### src/rtl/btt_pkg.sv
// Shared types and default sizing for the branch-target table.
// The FSM encoding and the reset-time default target live here so every file agrees on them.
package btt_pkg;

  typedef enum logic {
    BTT_INIT  = 1'b0,
    BTT_READY = 1'b1
  } btt_state_t;

  localparam int unsigned BTT_ADDR_W   = 5;
  localparam int unsigned BTT_TARGET_W = 16;
  localparam logic [BTT_TARGET_W-1:0] BTT_DEFAULT_TARGET = 16'h0000;

endpackage

### src/rtl/btt_target_calc.sv
// Resolves a table entry into a fetch target: absolute entries pass through,
// relative entries add a signed offset to the lookup PC with modular wrap.
module btt_target_calc
  import btt_pkg::*;
#(
  parameter int unsigned TARGET_W = BTT_TARGET_W
) (
  input  logic                rel_i,
  input  logic [TARGET_W-1:0] base_i,
  input  logic [TARGET_W-1:0] pc_i,
  output logic [TARGET_W-1:0] target_o
);

  // Two's-complement add truncated to TARGET_W; the carry out is deliberately dropped.
  function automatic logic [TARGET_W-1:0] wrap_add(
    input logic        [TARGET_W-1:0] pc,
    input logic signed [TARGET_W-1:0] off
  );
    return pc + $unsigned(off);
  endfunction

  logic signed [TARGET_W-1:0] offset;

  assign offset   = $signed(base_i);
  assign target_o = rel_i ? wrap_add(pc_i, offset) : base_i;

endmodule

### src/rtl/branch_target_table.sv
// Writable branch-pointer -> PC-target lookup with a registered, one-cycle read,
// a write-first bypass, and a self-clearing init sweep after reset or on request.
module branch_target_table
  import btt_pkg::*;
#(
  parameter int unsigned          ADDR_W         = BTT_ADDR_W,
  parameter int unsigned          TARGET_W       = BTT_TARGET_W,
  parameter logic [TARGET_W-1:0]  DEFAULT_TARGET = BTT_DEFAULT_TARGET
) (
  input  logic                Clk,
  input  logic                Reset,
  input  logic                Init_req,
  output logic                Busy,
  input  logic                Wr_en,
  input  logic [ADDR_W-1:0]   Wr_addr,
  input  logic [TARGET_W-1:0] Wr_data,
  input  logic                Wr_rel,
  input  logic                Inv_en,
  input  logic [ADDR_W-1:0]   Inv_addr,
  input  logic                Rd_en,
  input  logic [ADDR_W-1:0]   Rd_addr,
  input  logic [TARGET_W-1:0] Rd_pc,
  output logic [TARGET_W-1:0] Target,
  output logic                Target_vld,
  output logic                Miss
);

  localparam int unsigned ENTRIES = 2 ** ADDR_W;

  btt_state_t          state_q, state_d;
  logic [ADDR_W-1:0]   ctr_q, ctr_d;
  logic [ENTRIES-1:0]  valid_q, valid_d;
  logic [TARGET_W-1:0] data_q [ENTRIES];
  logic [ENTRIES-1:0]  rel_q;

  logic [TARGET_W-1:0] target_q, target_d;
  logic                vld_q, vld_d;
  logic                miss_q, miss_d;

  logic                accept;
  logic                rd_fire;
  logic                rd_bypass;
  logic                rd_hit;
  logic                rd_rel;
  logic [TARGET_W-1:0] rd_base;
  logic [TARGET_W-1:0] rd_target;

  // Only READY accepts traffic; anything arriving while sweeping is dropped.
  assign accept  = (state_q == BTT_READY);
  assign rd_fire = accept && Rd_en;

  always_comb begin
    state_d = state_q;
    ctr_d   = ctr_q;
    unique case (state_q)
      BTT_INIT: begin
        if (Init_req) begin
          ctr_d = '0;
        end else if (&ctr_q) begin
          state_d = BTT_READY;
          ctr_d   = '0;
        end else begin
          ctr_d = ctr_q + 1'b1;
        end
      end
      BTT_READY: begin
        if (Init_req) begin
          state_d = BTT_INIT;
          ctr_d   = '0;
        end
      end
      default: begin
        state_d = BTT_INIT;
        ctr_d   = '0;
      end
    endcase
  end

  // Write is applied after invalidate so a same-address write wins.
  always_comb begin
    valid_d = valid_q;
    if (!accept) begin
      valid_d[ctr_q] = 1'b0;
    end else begin
      if (Inv_en) valid_d[Inv_addr] = 1'b0;
      if (Wr_en)  valid_d[Wr_addr]  = 1'b1;
    end
  end

  always_ff @(posedge Clk or negedge Reset) begin
    if (!Reset) begin
      state_q <= BTT_INIT;
      ctr_q   <= '0;
      valid_q <= '0;
    end else begin
      state_q <= state_d;
      ctr_q   <= ctr_d;
      valid_q <= valid_d;
    end
  end

  // Payload storage carries no reset; an entry is meaningless until its valid bit is set.
  always_ff @(posedge Clk) begin
    if (!accept) begin
      data_q[ctr_q] <= DEFAULT_TARGET;
      rel_q[ctr_q]  <= 1'b0;
    end else if (Wr_en) begin
      data_q[Wr_addr] <= Wr_data;
      rel_q[Wr_addr]  <= Wr_rel;
    end
  end

  // A same-cycle write to the looked-up pointer is forwarded; a same-cycle
  // invalidate is not, since valid_q still holds the pre-invalidate bit.
  always_comb begin
    rd_bypass = Wr_en && (Wr_addr == Rd_addr);
    rd_base   = rd_bypass ? Wr_data : data_q[Rd_addr];
    rd_rel    = rd_bypass ? Wr_rel  : rel_q[Rd_addr];
    rd_hit    = rd_bypass || valid_q[Rd_addr];
  end

  btt_target_calc #(
    .TARGET_W (TARGET_W)
  ) u_calc (
    .rel_i    (rd_rel),
    .base_i   (rd_base),
    .pc_i     (Rd_pc),
    .target_o (rd_target)
  );

  always_comb begin
    target_d = target_q;
    miss_d   = miss_q;
    vld_d    = rd_fire;
    if (rd_fire) begin
      target_d = rd_hit ? rd_target : DEFAULT_TARGET;
      miss_d   = !rd_hit;
    end
  end

  always_ff @(posedge Clk or negedge Reset) begin
    if (!Reset) begin
      target_q <= '0;
      vld_q    <= 1'b0;
      miss_q   <= 1'b0;
    end else begin
      target_q <= target_d;
      vld_q    <= vld_d;
      miss_q   <= miss_d;
    end
  end

  assign Busy       = (state_q == BTT_INIT);
  assign Target     = target_q;
  assign Target_vld = vld_q;
  assign Miss       = miss_q;

endmodule
### config.mk
export PLATFORM = sky130hd
export DESIGN_NAME = branch_target_table
export DESIGN_NICKNAME = d
export VERILOG_FILES = /design/src/rtl/btt_pkg.sv /design/src/rtl/btt_target_calc.sv /design/src/rtl/branch_target_table.sv
export SDC_FILE = /design/constraint.sdc
export NUM_CORES = 1
export LEC_CHECK = 0
export CAP_MARGIN = 20
export CORE_MARGIN = 8
export CORE_UTILIZATION = 35
export DETAILED_ROUTE_END_ITERATION = 12
export PLACE_DENSITY_LB_ADDON = 0.05
export SLEW_MARGIN = 20
export SYNTH_ARGS = -nofsm -noshare
export SYNTH_HDL_FRONTEND = slang
export SYNTH_SLANG_ARGS = --single-unit
### constraint.sdc
create_clock -name Clk -period 3.2 [get_ports Clk]
set_input_delay 0.48 -clock Clk [delete_from_list [all_inputs] [get_ports Clk]]
set_output_delay 0.48 -clock Clk [all_outputs]
set_load 0.1 [all_outputs]
# [After elaboration in Yosys (flattened, before gate mapping)]
# Memory sizes are Yosys's and may differ from the RTL's.
# Cells that the tools add are included.
[op_classes] eq_ne=3 reduce_logical=9 add_sub_neg=2 magnitude_cmp=7 mux=36 n_bitwise=7
[ops] op="two-way mux 32 bit" n=6
[ops] op="bitwise AND 32 bit" n=3
[ops] op="two-way mux 16 bit" n=4
[ops] op="NOT 32 bit" n=2
[ops] op="bitwise mux 32 bit" n=1
[ops] op="OR 32 bit" n=1
[ops] op="less-than comparator 5 x 6 -> 1 bit, second input constant" n=4
[ops] op="two-way mux 5 bit" n=4
[ops] op="adder 16 bit" n=1
[ops] op="OR reduction 16 bit" n=1
[ops] op="demux 1 bit (select 5 bit)" n=3
[ops] op=">= comparator 5 x 1 -> 1 bit, second input constant" n=3
[ops] op="two-way mux 1 bit" n=14
[ops] op="binary-select mux 1 bit (select 5 bit)" n=2
[ops] op="one-hot mux 5 bit (2 select lines)" n=1
[ops] op="adder 5 x 1 -> 5 bit, second input constant" n=1
[ops] op="== test 5 bit" n=1
[ops] op="logical AND 1 bit" n=5
[ops] op="AND reduction 5 bit" n=1
[ops] op="!= test 2 bit, second input constant" n=2
[ops] op="one-hot mux 1 bit (2 select lines)" n=1
[ops] op="zero test 1 bit" n=1
[ops] op="logical OR 1 bit" n=1
[ops] op="NOT 1 bit" n=1
[word_totals] out_inout_bits=19 ram_bits=512 inputBits=54 ff_bits=88 memories=1 wordCells=72
[memory_table] name="data_q" depth=32 width=16 rd=1 rd_ports_with_merged_regs=0 wr=1 line_no="branch_target_table.sv:33" rtl="logic [TARGET_W-1:0] data_q [ENTRIES];"

# [Longest topological paths before layout]
# Gate-level depths: netlist of run 1.
[logic_depth] word_depth=11 mapped_depth=18

# [Cells and area by module]
# Synthesis of run 1 repeated with hierarchy kept, for this count alone.
[hier_totals] hier_cells=1750 hier_area_um2=26302.7
[modules_own_cells] mod="branch_target_table" cells_per_inst=1617 instances=1 area_per_inst_um2=25316.8
[modules_own_cells] mod="btt_target_calc" cells_per_inst=133 instances=1 area_per_inst_um2=985.9

# [Worst setup path before layout of run 1]
# No wires, ideal clock.
[synth_timing] path_kind="input to register" from="in Rd_addr[0]" to="reg target_q[8], in the netlist Target[8]" setup_time_ns=0.126 arrival_time_ns=4.242 path_slack_ns=-1.168 stages=16 t_required_ns=3.074 n_path_buf=3 cell_sequence="buf_4 buf_2 buf_2 mux4_2 mux4_2 mux2i_1 o21ai_0 ha_1 fa_1 a211oi_1 o21ai_0 a21o_1 a21oi_1 xor2_1 nor4_1 a221o_1"
[synth_via] elab_chain_len=6 elab_cells_between_ends=13
[synth_rtl] element="start, declared" line_no="branch_target_table.sv:21" rtl="input logic [ADDR_W-1:0] Rd_addr,"
[synth_rtl] element="branches (longest 5 deep; another with memory read (32 x 16 bit))"
[synth_rtl] element="two-way mux 16 bit (*)" line_no="branch_target_table.sv:136" rtl="target_d = rd_hit ? rd_target : DEFAULT_TARGET;"
[synth_rtl] element="end signal, assigned" line_no="branch_target_table.sv:147" rtl="target_q <= target_d;"
[synth_rtl] element="end, declared" line_no="branch_target_table.sv:36" rtl="logic [TARGET_W-1:0] target_q, target_d;"
# Every way passes the cells marked *. The select of a mux whose other input is x is not followed.
# A chain may end at the register's enable or synchronous reset.

# [Final worst setup path of run 1]
[layout_timing] from="mem data_q[27][1] (netlist name)" to="reg target_q[8], in the netlist Target[8]"
[layout_via] elab_chain_len=5
[layout_rtl] element="start, declared" line_no="branch_target_table.sv:33"
[layout_rtl] element="memory read (32 x 16 bit)"
[layout_rtl] element="two-way mux 16 bit" line_no="branch_target_table.sv:117" rtl="rd_base = rd_bypass ? Wr_data : data_q[Rd_addr];"
[layout_rtl] element="adder 16 bit" line_no="btt_target_calc.sv:19" rtl="return pc + $unsigned(off);"
[layout_rtl] element="two-way mux 16 bit" line_no="btt_target_calc.sv:25" rtl="assign target_o = rel_i ? wrap_add(pc_i, offset) : base_i;"
[layout_rtl] element="two-way mux 16 bit" line_no="branch_target_table.sv:136"
# No other way between the ends.

==> reports/qor.yml, run 1 <==
post_drt_wl_per_cell_um: 27.2
floorplan.rows: 99
setup_viol: 12
required_ns: 3.67
cp_slowest_cell: "mux4_2"
wl_mm: 76.3
max_clock_freq_mhz: 281
io_pins: 73
vias: 15100
power.density_mw_per_mm2: 581
syn-num-nets: 1567
synth_top_area_cell: "edfxtp_1"
synthFlopType: "edfxtp_1"
multi_input_area_mm2: 0.00774
die_x_um: 287
syn_area_per_cell_um2: 17.2
crit_buf_inv: 1
antenna_found_initial: 2
port_buffers: 72
cts-buffers-inserted: 68
slowest_delay_ns: 0.57
endpoint_kind: "flop"
path_max_fanout: 2
drv_cap: 0
fin_nets: 1871
htree_levels: 3
dpl.hpwl_mm: 50.8
die_height_um: 287
violations: "negative setup slack"
clk_latency_ns: 0.60
path_clk_slew_ns: 0.06
pre_cts_ws_ns: -1.14
dr_wl_met2_mm: 35.4
globalplace.congestion: 0.831
viasPerCell: 5.40
grt_use_total_pct: 18.5
finalCriticalPeriod_ns: 3.56
syn_area_mm2: 0.0256
postSynthCellCount: 1492
path_delay_family: "multiplexers"
ys_types: 48
setup_ws_ns: -0.364
syn2layout_area_growth_pct: 24.6
nFillCells: 6406
grt_pass1_wl_mm: 111
p_leak_nw: 11.6
fin_cells: 2801
drt-initial-drc-count: 1134
whs_ns: 0.0729
ir_drop_uv: 421
wl_met3_mm: 4.13
synth-seq-cells: 600
grt_max_degree: 57
synthTopCellsByArea: "edfxtp_1 (64%), mux4_2 (15%), dfrtp_1 (5.5%)"
clock_skew_ns: 0.0165
top_layer: "met4"
clk_path_buf_depth: 3
final_max_slew_viol_count: 0
synth_top_area_share_pct: 63.7
worstSetupStartpointType: "flop"
crit_type: "reg2reg"
ys_warn_count: 0
tritoncts: "built"
async_flop_share_pct: 9.33
synth_seq_area_share_pct: 69.2
dpl.cell_count: 2670
antenna_cells: 0
tightest_slew_ns: 0.964
hold_viol: 0
seqCellArea_mm2: 0.0177
outcome: "finished with violations"
clock-sinks: 600
cp_cell_sequence: "mux4_2 > mux4_2 > mux2i_2 > o21ai_2 > buf_6 > fa_2 > a211oi_2 > o21ai_2 > a21o_1 > a21oi_2 > xor2_1 > nor4_1 > a221o_1"
drtAntennaViolNets: 0
synth_edf_count: 544
drt-met1-wl_mm: 34.8
drt-pass1-iter-count: 7
min_period_over_period_pct: 111
hold_buffers: 0
drive_gt1_share_pct: 34.1
crit_arrival_ns: 4.03
synthTopCellsByCount: "edfxtp_1 (544), mux4_2 (167), nor2_1 (113), o21ai_0 (93), nand2_1 (85)"
hold_path.class: "in2async"
core_mm2: 0.0727
grt_pass1_vias: 16000
rsz0062_at_grt: "yes"
overflow: 0
start_util_pct: 35.2
dieArea_mm2: 0.0821
route.detailed.drc: 0
synth.most_common_cell: "edfxtp_1"
maxSlewHeadroom_pct: 35.5
cts_root_buf: "clkbuf_16"
[cells by family (layout without fill, tap and decap cells)]
family,Yosys count,after routing,synth area share [%]
AO/OA/AOI/OAI,254,254,6.18
XOR/XNOR,18,18,0.615
adder cells (fa/ha/maj),21,21,1.05
buffers and inverters,100,450,1.66
flip-flops,600,600,69.2
multiplexers,194,194,15.8
AND/OR/NAND/NOR,305,305,5.47
[area by class of cell]
type	instances	share of cell area [%]
multi-input combinational	792	24.2
timing repair buffer	323	9.57
inverter	11	0.129
sequential	600	55.6
tap	959	3.76
clock buffer	90	5.62
clock inverter	26	1.13
[final timing paths]
check | from | to | cells after the start | slack [ns]
setup / recovery | data_q[27][1]$_DFFE_PP_ | Target[8]$_DFFE_PN0P_ | 13 | -0.36
hold / removal | Reset | valid_q[1]$_DFF_PN0_ | 2 | 0.07
setup reg to reg | data_q[27][1]$_DFFE_PP_ | Target[8]$_DFFE_PN0P_ | 13 | -0.36
hold reg to reg | Target[7]$_DFFE_PN0P_ | Target[7]$_DFFE_PN0P_ | 2 | 0.48
max in group asynchronous | Reset | accept$_DFF_PN0_ | 2 | 2.56
min in group Clk | Target[7]$_DFFE_PN0P_ | Target[7]$_DFFE_PN0P_ | 2 | 0.48
[registers in the layout, indices dropped and copies added, names as in the netlist]
signal	cells
Miss	1
Target	16
Target_vld	1
accept	1
ctr_q	5
data_q	512
rel_q	32
valid_q	32
[through the flow]
stage | setup TNS [ns] | util, % | total power [mW] | cell area (um2)
after detailed placement | -13.73 | 40.5 | 10.9 | 29400
final | -3.01 | 43.9 | 18.5 | 31900
after global routing | -5.15 | 43.9 | 19.1 | 31900
after floorplan | -5.74 | - | 10.0 | 25800
after CTS | -3.04 | 43.7 | 18.7 | 31700
after global placement | -13.74 | 40.5 | 10.9 | 29400
[per-layer routing]
layer | up-vias | global-route usage, %
met5 | - | 0
met4 | 0 | 5.38
met3 | 119 | 3.79
met2 | 431 | 29.1
met1 | 7931 | 25.8
li1 | 6631 | -
[repair_timing]
action / 4_1_cts / 5_1_grt
buffers inserted: 7 / 7
gates cloned: 0 / 1
pin swaps: 23 / 16
gates resized for setup: 47 / 23
setup endpoints to repair: 12 / 14
[cells in the final DEF, fill, tap and decap left out, types with 12 or more instances in the layout]
cell	count
a21oi_1	44
a22oi_1	23
a2bb2oi_1	13
and3_1	18
buf_12	36
buf_4	226
clkbuf_1	21
clkbuf_16	69
clkdlybuf4s50_1	49
dfrtp_1	55
edfxtp_1	544
ha_1	17
mux2i_1	18
mux4_2	167
nand2_1	84
nand3_1	31
nand3b_1	12
nor2_1	79
nor2_2	33
o21a_1	32
o21ai_0	65
o21ai_1	18
xor2_1	12
[power by group]
group          total (mW)  internal [mW]  switching (mW)
combinational        2.03          0.917            1.11
sequential           8.78           8.66           0.116
clock                7.73           4.60            3.13
Note: power is estimated with default switching activity, not from simulation.
==> run 2: changes to the inputs <==
Settings changed: CORE_MARGIN 8 to not set.
==> run 2 against run 1 <==
Compared with the run above: register-to-register slack worse by 0.12 ns; count of clock-buffer cells in the layout down 6; critical path depth is 1 higher; critical path type unchanged; critical endpoint is now Target[10]$_DFFE_PN0P_; the run still ends with negative setup slack left.
==> reports/qor.yml, run 2 (synthesis gave the netlist of run 1 again) <==
floorplan.rows: 98  # -1.0%
vias: 15400  # +1.8%
grt_pass1_vias: 15900  # -0.16%
max_clock_freq_mhz: 272  # -3.2%
hold_viol: 0  # unchanged
reg_top3: "data_q (512), rel_q (32), valid_q (32)"
mostFrequentLayoutCells: "edfxtp_1 (544), buf_4 (232), mux4_2 (167), nand2_1 (83), nor2_1 (77)"
drt-initial-drc-count: 1342  # +18%
p_comb_share_pct: 11.3  # +0.4 points
maxSlewHeadroom_pct: 34.7  # -0.77 points
tritoncts: "built"
setup_viol: 12  # unchanged
htree_levels: 3  # unchanged
ir_drop_uv: 393  # -6.7%
grt_max_degree: 50  # -12%
grt_pass1_wl_mm: 113  # +1.5%
port_buffers: 72  # unchanged
layout_commonest_cell: "edfxtp_1"
nFillCells: 6195  # -3.3%
overflow: 0  # unchanged
cp_slowest_cell: "mux4_2"
hold_path.class: "in2async"
syn2layout_area_growth_pct: 29.0
dpl.hpwl_mm: 51.1  # +0.55%
cts-buffers-inserted: 71  # +4.4%
whs_ns: 0.461  # +0.388 ns
viasPerCell: 5.40  # +0.16%
crit_buf_inv: 1  # unchanged
cts_root_buf: "clkbuf_16"
clock-sinks: 600  # unchanged
violations: "negative setup slack"
path_max_fanout: 3  # +1
path_clk_slew_ns: 0.06  # about the same
worstSetupStartpointType: "flop"
endpoint_kind: "flop"
wl_mm: 78.0  # +2.2%
drv_cap: 0  # unchanged
die_x_um: 273  # -4.9%
io_pins: 73  # unchanged
die_height_um: 273  # -4.9%
path_delay_family: "multiplexers"
final_max_slew_viol_count: 0  # unchanged
outcome: "finished with violations"
grt_use_total_pct: 21.2  # +2.7 points
p_leak_nw: 12.0  # +3.7%
pwr-share-seq_pct: 45.9  # -1.4 points
power.density_mw_per_mm2: 578  # -0.43%
switching_share_pct: 24.0  # +0.46 points
drt-pass1-iter-count: 7  # unchanged
largest_reg_flops: 512  # unchanged
clk_latency_ns: 0.61  # about the same
globalplace.congestion: 0.813  # -2.2%
clock_skew_ns: 0.0171  # +0.000601 ns
power_mw: 19.1  # +3.1%
post_drt_wl_per_cell_um: 27.4  # +0.55%
route.detailed.drc: 0  # unchanged
clk_path_buf_depth: 3  # unchanged
largest-register: "data_q"
netSwitchingPower_mw: 4.58  # +5.1%
crit_arrival_ns: 4.18  # +0.15 ns
required_ns: 3.70  # +0.03 ns
antenna_found_initial: 0  # -2
cp_cell_sequence: "mux4_2 > mux4_2 > mux2i_1 > o21ai_2 > ha_2 > fa_2 > a211oi_4 > o21ai_2 > a31oi_2 > buf_4 > nand2b_1 > xnor2_1 > nor3_1 > a221o_1"
slowest_delay_ns: 0.61  # +0.04 ns
rsz0062_at_grt: "yes"
tightest_slew_ns: 0.976  # +0.0116 ns
drtAntennaViolNets: 0  # unchanged
finalCriticalPeriod_ns: 3.68  # +0.119 ns
start_util_pct: 35.6  # +0.36 points
fin_nets: 1913  # +2.2%
internal-power_mw: 14.5  # +2.5%
core_mm2: 0.0720  # -1.0%
setup_ws_ns: -0.483  # -0.119 ns
p_clk_share_pct: 42.7  # +1.0 points
crit_type: "reg2reg"
min_period_over_period_pct: 115  # +3.7 points
drive_gt1_share_pct: 37.7  # +3.5 points
dieArea_mm2: 0.0743  # -9.5%
-- run 2: cell count changes in the layout (fill, tap and decap cells not counted), sizes merged --
cell / previous run / this run
buf: 273 / 306
clkinvlp: 0 / 2
dlygate4sd3: 0 / 1
dlygate4sd2: 0 / 1
clkinv: 13 / 33
inv: 16 / 14
clkdlybuf4s50: 49 / 51
diode: 0 / 1
bufinv: 8 / 9
dlymetal6s2s: 0 / 2
clkbuf: 91 / 85
-- run 2: routing by layer --
| metal | track usage [%] | wire [um] |
|---|---|---|
| met2 | 34.2 | 37100 |
| met3 | 3.87 | 3950 |
| met1 | 29.5 | 35300 |
| met5 | 0 | 0 |
| met4 | 5.41 | 1590 |
-- run 2: timing repair --
action                                  4_1_cts  5_1_grt
gates resized for setup                      53       76
buffers inserted                             12       27
pin swaps                                    23       40
cloned                                        1        1
hold buffers                                  1        0
hold endpoints to repair                     24        0
endpoints found under the setup margin       14       14
-- run 2: path summary, 6_finish.rpt --
path                                               from                endpoint  slack [ns]  cells past startpoint
min in group Clk                  Target[7]$_DFFE_PN0P_   Target[7]$_DFFE_PN0P_        0.48                      2
max in group asynchronous                         Reset        accept$_DFF_PN0_        2.10                      3
worst min-delay path                              Reset    valid_q[2]$_DFF_PN0_        0.46                      2
worst max-delay path            data_q[10][0]$_DFFE_PP_  Target[10]$_DFFE_PN0P_       -0.48                     14
worst max register to register  data_q[10][0]$_DFFE_PP_  Target[10]$_DFFE_PN0P_       -0.48                     14
worst min register to register    Target[7]$_DFFE_PN0P_   Target[7]$_DFFE_PN0P_        0.48                      2
-- run 2: power by group through the flow --
stage          Combinational [mW]  Clock (mW)  Sequential, mW
2_1_floorplan               0.934           0            9.10
3_3_place_gp                 1.95           0            8.93
3_5_place_dp                 1.96           0            8.93
4_1_cts                      2.04        8.36            8.77
5_1_grt                      2.31        8.62            8.79
6_report                     2.17        8.16            8.77
-- run 2: through the flow --
stage / TNS, ns / cell area [um2] / instances / setup slack [ns] / util (%)
after floorplan: -5.74 / 25800 / 1492 / -0.634 / -
after global placement: -17.06 / 29800 / 2678 / -1.35 / 41.4
after detailed placement: -17.33 / 29800 / 2678 / -1.34 / 41.4
after CTS: -3.65 / 32400 / 2821 / -0.497 / 45.1
after global routing: -5.57 / 33000 / 2846 / -0.628 / 45.9
final: -3.68 / 33100 / 2847 / -0.483 / 45.9
-- run 2: layout make-up --
cell class                 instances  area (um2)  area share (%)
tap                              950        1190            3.60
antenna                            1        2.50         0.00757
timing repair buffer             362        3720            11.3
multi-input combinational        792        8020            24.3
clock buffer                      84        1840            5.55
sequential                       600       17700            53.7
inverter                          11        41.3           0.125
clock inverter                    47         512            1.55
-- run 2: worst reg2reg max path, delay by kind of cell, from the launching register on --
kind | cells | cell delay [ns]
DFF | 1 | 0.36
xor gates and xnor gates | 1 | 0.14
and+or+nand+nor | 2 | 0.13
buffers and inverters | 1 | 0.15
AOI/OAI and AO/OA | 5 | 0.91
muxes | 3 | 1.31
adders and majority gates | 2 | 0.57
==> run 3: changes to the inputs <==
Clock period 3.2 ns to 3.5 ns, I/O delays scaled along.
==> run 3 against run 2 <==
Compared with the run above: the flow still finishes with violations (negative setup slack); sequential cell count stayed put; final area is 2.1% lower; clock power shrank 13%; core utilization down 0.95 points; largest power group unchanged; highest routed layer unchanged.
==> reports/qor.yml, run 3 (synthesis gave the netlist of run 1 again) <==
outcome: "finished with violations"
violations: "negative setup slack"
path_max_fanout: 2  # -1
max_clock_freq_mhz: 274  # +0.89%
maxSlewHeadroom_pct: 32.0  # -2.7 points
cts-buffers-inserted: 69  # -2.8%
final_max_slew_viol_count: 0  # unchanged
ir_drop_uv: 336  # -14%
fin_nets: 1879  # -1.8%
drtAntennaViolNets: 0  # unchanged
hold_viol: 0  # unchanged
clock_skew_ns: 0.0225  # +0.00544 ns
clk_path_buf_depth: 3  # unchanged
path_clk_slew_ns: 0.06  # about the same
hold_path.class: "in2async"
fin_cells: 2807  # -1.4%
overflow: 0  # unchanged
setup_viol: 8  # -4
r2r_start: "data_q[31][0]$_DFFE_PP_"
wl_mm: 76.6  # -1.8%
nFillCells: 6287  # +1.5%
required_ns: 3.99  # +0.29 ns
mostFrequentLayoutCells: "edfxtp_1 (544), buf_4 (202), mux4_2 (167), nand2_1 (84), nor2_1 (78)"
viasPerCell: 5.43  # +0.40%
setup_ws_ns: -0.151  # +0.332 ns
utilization_pct: 45.0  # -0.95 points
drt-pass1-iter-count: 5  # -2
syn2layout_area_growth_pct: 26.3
grt_max_degree: 36  # -28%
clock-sinks: 600  # unchanged
tightest_slew_ns: 1.02  # +0.0402 ns
io_pins: 73  # unchanged
vias: 15200  # -1.0%
tritoncts: "built"
floorplan.rows: 98  # unchanged
p_leak_nw: 11.7  # -2.8%
crit_arrival_ns: 4.14  # -0.04 ns
largest-register: "data_q"
layout_commonest_cell: "edfxtp_1"
port_buffers: 72  # unchanged
crit_start: "data_q[31][0]$_DFFE_PP_"
rsz0062_at_grt: "yes"
dpl.cell_count: 2651  # -1.0%
largest_reg_flops: 512  # unchanged
dieArea_mm2: 0.0743  # unchanged
grt_pass1_vias: 15500  # -2.9%
drv_cap: 0  # unchanged
start_util_pct: 35.6  # unchanged
die_height_um: 273  # unchanged
grt_use_total_pct: 20.7  # -0.51 points
cts_root_buf: "clkbuf_16"
setup_tns_ns: -0.607  # +3.07 ns
post_drt_wl_per_cell_um: 27.3  # -0.41%
endpoint_kind: "flop"
power.density_mw_per_mm2: 526  # -9.1%
route.detailed.drc: 0  # unchanged
grt_pass1_wl_mm: 110  # -2.7%
core_mm2: 0.0720  # unchanged
clk_latency_ns: 0.61  # about the same
reg_top3: "data_q (512), rel_q (32), valid_q (32)"
hold_buffers: 0  # -1
die_x_um: 273  # unchanged
min_period_over_period_pct: 104  # -11 points
pre_cts_ws_ns: -1.00  # +0.334 ns
antenna_found_initial: 0  # unchanged
dpl.hpwl_mm: 49.4  # -3.2%
globalplace.congestion: 0.836  # +2.8%
finalCriticalPeriod_ns: 3.65  # -0.0325 ns
drt-initial-drc-count: 1396  # +4.0%
worstSetupStartpointType: "flop"
drive_gt1_share_pct: 34.6  # -3.1 points
crit_type: "reg2reg"
htree_levels: 3  # unchanged
run 3: power breakdown:
group / switching, mW / internal (mW) / total [mW]
Combinational: 1.03 / 0.878 / 1.90
Sequential: 0.101 / 7.92 / 8.02
Clock: 2.98 / 4.11 / 7.09
run 3: cell type report:
cell class | instances | area (um2) | share of cell area [%]
Timing Repair Buffer | 330 | 3370 | 10.4
Multi-Input combinational cell | 792 | 7830 | 24.2
Clock buffer | 83 | 1780 | 5.50
Sequential cell | 600 | 17700 | 54.8
Clock inverter | 40 | 419 | 1.29
Inverter | 11 | 41.3 | 0.128
Tap cell | 950 | 1190 | 3.67
Antenna cell | 1 | 2.50 | 0.00773
run 3: final timing paths:
check                                    endpoint  slack [ns]  cells after the start
setup / recovery           Target[12]$_DFFE_PN0P_       -0.15                     14
hold / removal               valid_q[4]$_DFF_PN0_        0.03                      1
setup reg to reg           Target[12]$_DFFE_PN0P_       -0.15                     14
hold reg to reg             Target[5]$_DFFE_PN0P_        0.48                      2
max in group asynchronous        accept$_DFF_PN0_        2.67                      2
min in group Clk            Target[5]$_DFFE_PN0P_        0.48                      2
run 3: metal layers:
layer / up-vias / share of wire (%) / track usage, %
met5: - / 0 / 0
met4: 0 / 2.0 / 4.86
met3: 95 / 5.1 / 3.02
met2: 407 / 48 / 33.1
met1: 8078 / 45 / 29.8
li1: 6650 / - / -
run 3: repair_timing:
action	CTS	global route
resized for setup	36	51
setup endpoints to repair	10	11
pin swaps	11	16
gates cloned	0	2
setup buffers	4	26
run 3: through the flow:
stage	instance area, um2	hold slack, ns	power (mW)
3_5_place_dp	29500	0.470	9.93
4_1_cts	31900	0.0403	17.1
3_3_place_gp	29500	0.465	9.93
2_1_floorplan	25800	0.229	9.18
6_report	32400	0.0288	17.0
5_1_grt	32400	0.0825	17.6
run 3: critical path, cell delays in order, from the launching register on:
cell      delay (ns)
edfxtp_1        0.35
mux4_2          0.49
mux4_2          0.58
mux2i_1         0.20
o21ai_2         0.11
ha_2            0.21
fa_2            0.35
a211oi_2        0.24
o21ai_1         0.13
a31oi_1         0.25
buf_4           0.17
a21oi_2         0.05
xnor2_1         0.12
mux2i_1         0.18
o21ai_1         0.08
